===== src/rtl/lshift_deser.sv =====
// Serial-to-parallel deserializer: shifts in WIDTH bits per word, MSB- or LSB-first,
// and presents each completed word on a registered valid/ready output with sticky overrun.
module lshift_deser #(
    parameter int WIDTH     = 8,
    parameter bit MSB_FIRST = 1'b1
) (
    input  logic             clk,
    input  logic             rst,
    input  logic             sin,
    input  logic             sin_en,
    input  logic             frame_clr,
    input  logic             data_ready,
    input  logic             overrun_clr,
    output logic [WIDTH-1:0] data_out,
    output logic             data_valid,
    output logic             busy,
    output logic             overrun
);

    localparam int CW = (WIDTH > 2) ? $clog2(WIDTH) : 1;
    localparam logic [CW-1:0] LAST = CW'(WIDTH - 1);

    logic [WIDTH-1:0] sr;
    logic [WIDTH-1:0] sr_next;
    logic [CW-1:0]    cnt;
    logic             complete;
    logic             accept;
    logic             load;

    // Output handshake: a word transfers on any edge where data_valid and data_ready
    // are both high. data_out is frozen while data_valid=1 and data_ready=0; a word
    // completing in that window is dropped and raises the sticky overrun flag.
    always_comb begin
        sr_next = MSB_FIRST ? {sr[WIDTH-2:0], sin} : {sin, sr[WIDTH-1:1]};
    end

    assign complete = sin_en && !frame_clr && (cnt == LAST);
    assign accept   = data_valid && data_ready;
    assign load     = complete && (!data_valid || data_ready);
    // busy doubles as the IDLE/RECV state indicator of the bit counter.
    assign busy     = (cnt != '0);

    always_ff @(posedge clk) begin
        if (rst) begin
            sr         <= '0;
            cnt        <= '0;
            data_out   <= '0;
            data_valid <= 1'b0;
            overrun    <= 1'b0;
        end else begin
            if (frame_clr) begin
                sr  <= '0;
                cnt <= '0;
            end else if (sin_en) begin
                sr  <= sr_next;
                cnt <= (cnt == LAST) ? '0 : cnt + CW'(1);
            end

            if (load) begin
                data_out   <= sr_next;
                data_valid <= 1'b1;
            end else if (accept) begin
                data_valid <= 1'b0;
            end

            // Set beats clear when both happen on the same edge.
            if (complete && data_valid && !data_ready) begin
                overrun <= 1'b1;
            end else if (overrun_clr) begin
                overrun <= 1'b0;
            end
        end
    end

endmodule


===== config.mk =====
export PLATFORM = sky130hd
export DESIGN_NAME = lshift_deser
export DESIGN_NICKNAME = d
export VERILOG_FILES = /design/src/rtl/lshift_deser.sv
export SDC_FILE = /design/constraint.sdc
export NUM_CORES = 1
export LEC_CHECK = 0
export ABC_AREA = 1
export ABC_CLOCK_PERIOD_IN_PS = 3000
export BUFFER_PORTS_ARGS = -buffer_cell sky130_fd_sc_hd__buf_4
export CAP_MARGIN = 25
export CELL_PAD_IN_SITES_DETAIL_PLACEMENT = 0
export CELL_PAD_IN_SITES_GLOBAL_PLACEMENT = 1
export CORE_ASPECT_RATIO = 0.7
export CORE_MARGIN = 2
export CORE_UTILIZATION = 28
export CTS_CLUSTER_SIZE = 16
export DETAILED_ROUTE_END_ITERATION = 16
export PLACE_DENSITY = 0.6
export SETUP_SLACK_MARGIN = 0.15
export SYNTH_ARGS = -nofsm -noshare
export SYNTH_HDL_FRONTEND = slang
export SYNTH_SLANG_ARGS = --single-unit

===== constraint.sdc =====
create_clock -name clk -period 3 [get_ports clk]
set_input_delay 0.3 -clock clk [delete_from_list [all_inputs] [get_ports clk]]
set_output_delay 0.3 -clock clk [all_outputs]
set_load 0.05 [all_outputs]

### After elaboration in Yosys (flattened, before gate mapping)

Cells that the tools add are included.

* register bits after elaboration: 20
* input port bits: 7
* output and inout bits: 11
* word-level logic and storage cells: 26

* $add $sub $neg: 1
* equality and inequality tests: 1
* mux-type cells: 5
* reduce and logical (&&, ||, !) cells: 14

Operators with widths (number)
* logical AND 1 bit: 6
* two-way mux 1 bit: 4
* nonzero test 2 bit: 2
* adder 3 x 1 -> 3 bit (second input constant): 1
* equality test 3 bit (second input constant): 1
* zero test 1 bit: 3
* two-way mux 3 bit: 1
* nonzero test 3 bit: 1
* OR reduction 2 bit: 1
* logical OR 1 bit: 1

### Longest topological paths before layout

Gate-level depths: netlist (run 1).

* word-level depth: 6
* gate-level depth with buffers: 7
* gate-level depth less buffers: 7

### Worst setup path before layout (run 1)

No wires, ideal clock.

* path kind: reg-to-reg
* from: register data_valid
* to: register data_out[0]
* library setup time: 0.114 ns
* arrival time: 1.115 ns
* data required time: 2.886 ns
* setup slack: 1.771 ns
* cell stages (with the launch flop): 6
* path buffers: 0
* cell sequence: dfxtp_1 > inv_1 > nor2_1 > nor2_4 > nor2_1 > nor2_1

* word-level cells in the longest chain between the ends: 3

Ends and longest elaborated chain
* from (decl): line 15 `output logic data_valid,`
* from (signal assigned): line 48 `data_valid <= 1'b0;`
* from (signal assigned): line 61 `data_valid <= 1'b1;`
* from (signal assigned): line 63 `data_valid <= 1'b0;`
* zero test 1 bit: line 39 `assign load = complete && (!data_valid || data_ready);`
* logical OR 1 bit: line 39
* logical AND 1 bit: line 39
* to (signal assigned): line 60 `data_out <= sr_next;`
* to (decl): line 14 `output logic [WIDTH-1:0] data_out,`

No other way between the ends.
A chain may end at the register's enable or synchronous reset.

### Worst setup path in the final report (run 1)

* from: register cnt[0]
* to: output port busy

* word-level cells in the longest chain between the ends: 1

Ends and longest elaborated chain
* from (decl): line 25 `logic [CW-1:0] cnt;`
* from (signal assigned): line 56 `cnt <= (cnt == LAST) ? '0 : cnt + CW'(1);`
* nonzero test 3 bit: line 41 `assign busy = (cnt != '0);`
* to (decl): line 16 `output logic busy,`

No other way between the ends.

==> metrics list, run 1 <==
- From synthesis to final layout, the design area changed by 25.4%.
* Total Power: slightly below 0.5 mW
- Share of final-layout standard cells stronger than drive strength 1: 0.198
* Final hold slack: between 200 and 250 ps
- Once detail routing completed, the nets flagged for antenna violations numbered 0.
- I/O pin count: 18
* Average footprint of a synthesized cell: 7.68 sq um
- DRC viols: 0
- Root buffer cell: sky130_fd_sc_hd__clkbuf_8
* Fraction of post-synthesis cell area in the top cell type by area: 0.487
- Total core area: 2800 sq um
* First-pass iteration count of the detailed router: 4
- Measured along the y axis, the die boundary spans 49.3 um.
- The max-slew violation count was 0.
- Static timing analysis puts the maximum clock frequency at ~0.7 GHz.
- Weighted congestion at the end of routability-driven global placement: just over 0.7
* Number of clock sinks: 20
* Crit path arrival time: 1120 ps
- Final Hold Fails: 0
* Initial core utilization: 0.293
- After clock tree synthesis, the clock-pin slew on the worst setup and hold paths is 70 ps.
* Power per unit of standard cell area: 472 nW/um^2
- Count of distinct cell types in the synthesized netlist: 12
- STA classifies the critical path startpoint as a flip-flop.
* Post-synthesis adder-cell area fraction: 0.0457
- After clock tree synthesis, the flow added hold-fix buffers numbering 0.
- Category of the worst setup path capture point: primary output
- Wires add up to 1.65 mm.
- Multiplexer share of the synthesized area: 0
- The slowest stage of the critical path is the sky130_fd_sc_hd__dfxtp_1 cell.
* Depth of the CTS H-tree: 1
- TritonCTS built the clock tree.
* Number of antenna violations at the first check in global routing: 0
- Total grt overflow: 0
- Setup violations remaining at the end of the flow were counted as 0.
- Maximum buffer depth of the clock tree: 2
- Per-cell routed wire length: 10.2 um
* Die extent in x: 68.8 um
- Gate Count Post-Synth: roughly 110
- Synthesis warning total: 0
- Minimum setup slack after placement: 1700 ps
- After filler insertion, the fill cell instance count of the layout stands at 323.
* Fraction of synthesized cell area in xor and xnor cells: 0
* Source-to-sink clock delay at the later pin of the worst-skew pair: 260 ps
* Number of DRC violations after detailed-routing iteration 0: 29
- In this run the core area contains 16 standard-cell rows.
* Vias in the first global route: approximately 680
- Worst IR Drop VDD: ~0.22 mV
* Max Clock Skew: 2.95 ps
- Pin count of the biggest net entering global routing: 15
- In this run, synthesis produced a sequential element count of 20.
* CP cell instances: inv_1, ha_1, nand2_1, buf_4
* Syn_nets: between 100 and 150
- Clock buffers created by TritonCTS: 3
- In this run the tightest slew margin relative to its limit is 0.789.
* Post-layout utilization of the core: 0.368
- Detailed-placement wirelength estimate: 1.22 mm
- Area fraction in and, or, nand and nor cells after synthesis: 0.256
* Worst endpoint required time: 2700 ps
- After layout, the minimum clock period comes to 1420 ps.
- In this run the tool buffered the top-level ports with 17 buffer cells.
* Via density: 4.28
- For the pin with the worst max-slew slack, the measured transition is 316 ps.
- In this run the post-CTS setup repair buffer count came out at 0.
- Of all cell types, the one taking the most synthesized area is sky130_fd_sc_hd__dfxtp_1.
* Crit-path max FO: 3
* Final worst-path cycle share: 0.474
- The worst hold path belongs to the class in2reg.
- Setup repair after global routing left no endpoint under its margin.
- Post-cts repair resize count: 0
* Vias post-DR: 694
- Buffer and inverter count on the worst path: 2
- The compound-cell area share of the yosys netlist came to 0.128.
- By area, the combinational part of the netlist is dominated by simple AND/OR/NAND/NOR gates.
- Ant diodes: 0
- Global-route wire length before repair: ~2.9 mm
- The largest single stage delay on the critical path is 360 ps.
* Area of the die: 3390 sq um
- The cell area that synthesis handed to floorplanning was 822 sq um.
* Max capacitance violation total: 0
- After the last flow step, the layout net total stands at 138.
- The run finished with clean final reports.
- Final setup TNS: 0 ps
* Total routing resource utilization after global routing: 0.115
- Summed over all cells, the static leakage comes to 0.445 nW.
* Largest cells by area after synthesis: sky130_fd_sc_hd__dfxtp_1 (49%), sky130_fd_sc_hd__inv_1 (7.8%), sky130_fd_sc_hd__nor2_1 (7.8%)
- Of the synthesized area, sequential elements account for 0.487.
- Among cell families on the critical path, the largest total delay comes from flip-flops.
* Class of the most critical setup path: reg2out
- Final critical-path setup slack: 1580 ps
cells by family after synthesis:
logic type      Yosys count
simple gates             45
compound gates           21
flops                    20
buf+inv                  18
fa+ha+maj                 3
layout make-up:
| class | instances | area (sq um) | area share |
|---|---|---|---|
| flip-flops and latches | 20 | 400 | 0.388 |
| multi-input cells | 69 | 353 | 0.342 |
| repair buffers | 17 | 128 | 0.124 |
| inverters | 17 | 63.8 | 0.0619 |
| well taps | 36 | 45.0 | 0.0437 |
| clock buffers | 3 | 41.3 | 0.0400 |
stage by stage:
stage	area, sq um	std cells
global route	1030	162
finish	1030	162
CTS	1030	162
floorplan	822	107
global placement	990	159
detailed placement	990	159
final timing paths:
path / from / endpoint / slack, ps / cells after the start
worst min register to register: overrun / overrun / 460 / 2
worst max-delay path: cnt[0] / busy / 1580 / 4
worst max register to register: cnt[0] / data_out[1] / 1690 / 7
worst min-delay path: rst / overrun / 240 / 2
cell usage in the layout, fill, tap and decap left out, drive strengths merged:
cell / instances
dfxtp: 20
nor2: 20
inv: 17
buf: 17
nand2: 16
a21oi: 12
o21ai: 9
nand3: 9
ha: 3
clkbuf: 3
state kept, by name, indices dropped and copies added, names as in the netlist:
register	flops
data_valid	1
data_out	8
sr	7
overrun	1
cnt	3
worst register-to-register path: cells and delay by family, from the launching register on:
| kind | cells | cell delay, ps |
|---|---|---|
| AND/OR/NAND/NOR | 5 | 500 |
| flip-flops | 1 | 360 |
| adder cells (fa/ha/maj) | 2 | 350 |
cells in the mapped netlist:
library cell and count:
sky130_fd_sc_hd__nand2_1 15, sky130_fd_sc_hd__inv_1 17, sky130_fd_sc_hd__nand3_1 8, sky130_fd_sc_hd__nor2_4 3
sky130_fd_sc_hd__nand2_2 1, sky130_fd_sc_hd__dfxtp_1 20, sky130_fd_sc_hd__nor2_1 17, sky130_fd_sc_hd__o21ai_0 9
sky130_fd_sc_hd__ha_1 3, sky130_fd_sc_hd__buf_2 1, sky130_fd_sc_hd__nand3_2 1, sky130_fd_sc_hd__a21oi_1 12
where the power goes:
group          switching (mW)  internal [mW]
clock                  0.0870         0.0895
combinational          0.0238         0.0138
sequential            0.00243          0.270
total                   0.113          0.374
metal layers:
layer / wire, um / vias to the layer above / global-route usage
met3: 94 / 4 / 0.0554
met2: 675 / 13 / 0.168
li1: - / 376 / -
met5: 0 / - / 0
met1: 862 / 301 / 0.150
met4: 19 / 0 / 0.0294
(Power assumes the default switching activity.)
==> inputs of run 2 (changes only) <==
ABC_CLOCK_PERIOD_IN_PS = 1360   (was 3000)
clock period = 1.36 ns   (was 3 ns; I/O delays follow)
==> run 2 against run 1 <==
  * Sequential power up 120%
  * Utilization up 2.7 points
  * Sequential share of layout area down 2.3 points
  * Cell count up 0.62%
  * Clock skew down 1.8 ps
  * Non-clock buffer count unchanged
  * Die area unchanged
==> metrics list, run 2 (same netlist as run 1, synthesis figures left out) <==
- Total Power: between 1 and 1.5 mW
- Together, buffers and inverters on the worst path number 2.
- The flow ran to the end, and the final reports show no timing, DRC or antenna violations.
* Share of total power in sequential cells: 0.561
- Post-route minimum period: around 1200 ps
* I/O pin count: 18
- Weighted congestion at the end of routability-driven global placement: 0.685
- Among all stages on the critical path, the largest delay is contributed by sky130_fd_sc_hd__dfxtp_2.
- In the final layout, the registers with the most flip-flops are data_out x8, sr x7, cnt x3.
- Data on the critical path arrives at its endpoint at approximately 1100 ps.
- Setup repair after global routing missed its margin: yes
* Number of nets in the finished design: 139
- The critical path is of the reg2out type.
- In the finished design, the share of the clock period the worst path needs comes to 0.900.
- Clock slew at reported path FFs: 70 ps
- Number of antenna violations at the first check in global routing: 0
* Reg-to-Reg End: data_out[2]
- The count of buffers added on input and output ports is 17.
* Final setup TNS: 0 ps
- STA classifies the critical path startpoint as a flip-flop.
- Total internal power: about 0.83 mW
* Max-slew headroom at the worst pin: 0.762
* Post-layout utilization of the core: 0.395
- Compared with the post-synthesis result, the final layout area differs by 34.7%.
- Initial core utilization: 0.293
- Minimum setup slack after placement: 60.5 ps
- Final setup fails: 0
- Number of hold buffers added after CTS: 0
- Die extent in x: 68.8 um
- The tool flagged a number of max-cap violations equal to 0.
* Detailed-placement wirelength estimate: 1.22 mm
* Source-to-sink clock delay at the later pin of the worst-skew pair: 250 ps
- Ant diodes: 0
- CP cell instances: inv_1, ha_1, nand2_1, buf_6
- Startpoint of the tightest hold check path: rst
* Total wirelength of the detailed-routed design: around 1.7 mm
- The first TritonRoute pass finished after 4 iterations.
* Final count of pins violating max slew: 0
- Clock buffers created by TritonCTS: 3
- Once routing completed, OpenROAD measured the worst setup slack at approximately 140 ps.
- Worst endpoint required time: 1220 ps
- For this block, the initial DRC count from the detailed router was 26.
* Share of final-layout standard cells stronger than drive strength 1: 0.276
- Power per unit of standard cell area: 972 nW/um^2
* Standby leakage power: roughly 0.46 nW
* Final hold slack: roughly 73 ps
* Number of placement rows: 16
- Area of the die: between 3000 and 4000 sq um
- Flip-flop count of the largest register, all copies and words added: 8
* Number of cells traversed by the worst register-to-register path: 7
- In this run the register-to-register setup slack is around 150 ps.
- Actual transition at the worst max-transition pin: 356 ps
* Worst path top cell family by delay: flip-flops
* Comb pwr share: 0.083
- CTS built an H-tree with a depth of 1.
* FILL cells: roughly 320
- Net Switching: between 0.2 and 0.3 mW
- Number of clock sinks: 20
* Vias in the first global route: 660
- The worst hold path terminates at data_valid.
* Total routing resource utilization after global routing: 0.114
- Entering global routing, the biggest net connects 15 pins.
- The share of total power dissipated in the clock network is 0.357.
- Top reg by flops: data_out
* Category of the worst setup path capture point: primary output
- Die extent in y: about 49 um
- Total grt overflow: 0
- The worst hold path belongs to the class in2reg.
- TritonCTS built the clock tree.
* Maximum buffer depth of the clock tree: 2
* DRC viols: 0
* Crit-path max cell delay: 360 ps
* Hold path depth: 2
- Derived from the worst setup path, the maximum achievable clock frequency is about 0.82 GHz.
- Max Clock Skew: 1.11 ps
- Leaving out fill and tap cells, the most frequent cells in the layout are sky130_fd_sc_hd__inv_1 (17), sky130_fd_sc_hd__nor2_1 (17), sky130_fd_sc_hd__dfxtp_1 (17).
- Vias post-DR: 716
* Switching part of the total: 0.233
- Once detail routing completed, the nets flagged for antenna violations numbered 0.
- Final Hold Fails: 0
* Global-route wire length before repair: 2.89 mm
- In this run the worst path has a maximum fanout of 3.
* Per-cell routed wire length: 10.1 um
- Via density: 4.39
- In this run the post-CTS setup repair buffer count came out at 0.
- The startpoint identified for the worst register-to-register timing path is cnt[1].
- The total area inside the core boundary comes to between 2000 and 3000 sq um.
- IR analysis of the VDD net gives a maximum drop of 0.328 mV.
- Root buffer cell: sky130_fd_sc_hd__clkbuf_8
run 2: how the worst max path moves through the flow:
stage / from / end / cells past startpoint
final: cnt[0] / busy / 4
after global routing: cnt[1] / data_out[6] / 7
after CTS: cnt[0] / data_out[3] / 7
after floorplan: cnt[0] / data_out[0] / 7
after detailed placement: cnt[0] / data_out[3] / 7
after global placement: cnt[0] / data_out[3] / 7
run 2: cell type report:
class	instances	area [sq um]	share of cell area
clock buffer	3	41.3	0.0373
inverter	17	63.8	0.0576
multi-input combinational	70	422	0.381
sequential	20	404	0.365
tap	36	45.0	0.0407
timing repair buffer	17	131	0.119
run 2: per-layer routing:
layer / GRT usage / vias up / share of wire
met5: 0 / - / 0
met4: 0.0294 / 0 / 0.0079
met3: 0.0531 / 2 / 0.070
met2: 0.159 / 13 / 0.40
met1: 0.159 / 322 / 0.52
li1: - / 379 / -
run 2: power by group through the flow:
stage               registers, mW  clock network, mW  logic (mW)
floorplan                   0.614                  0      0.0504
global placement            0.615                  0      0.0834
detailed placement          0.615                  0      0.0838
CTS                         0.602              0.400      0.0890
global route                0.604              0.434       0.101
finish                      0.604              0.384      0.0891
run 2: metrics by stage:
stage	cell area, sq um	std cells
global placement	991	159
CTS	1070	163
global route	1110	163
floorplan	823	107
detailed placement	991	159
finish	1110	163
run 2: timing repair:
item                       4_1_cts  5_1_grt
setup endpoints to repair       10       10
gates resized for setup          8        6
pin swaps                        2        9
gates cloned                     1        0
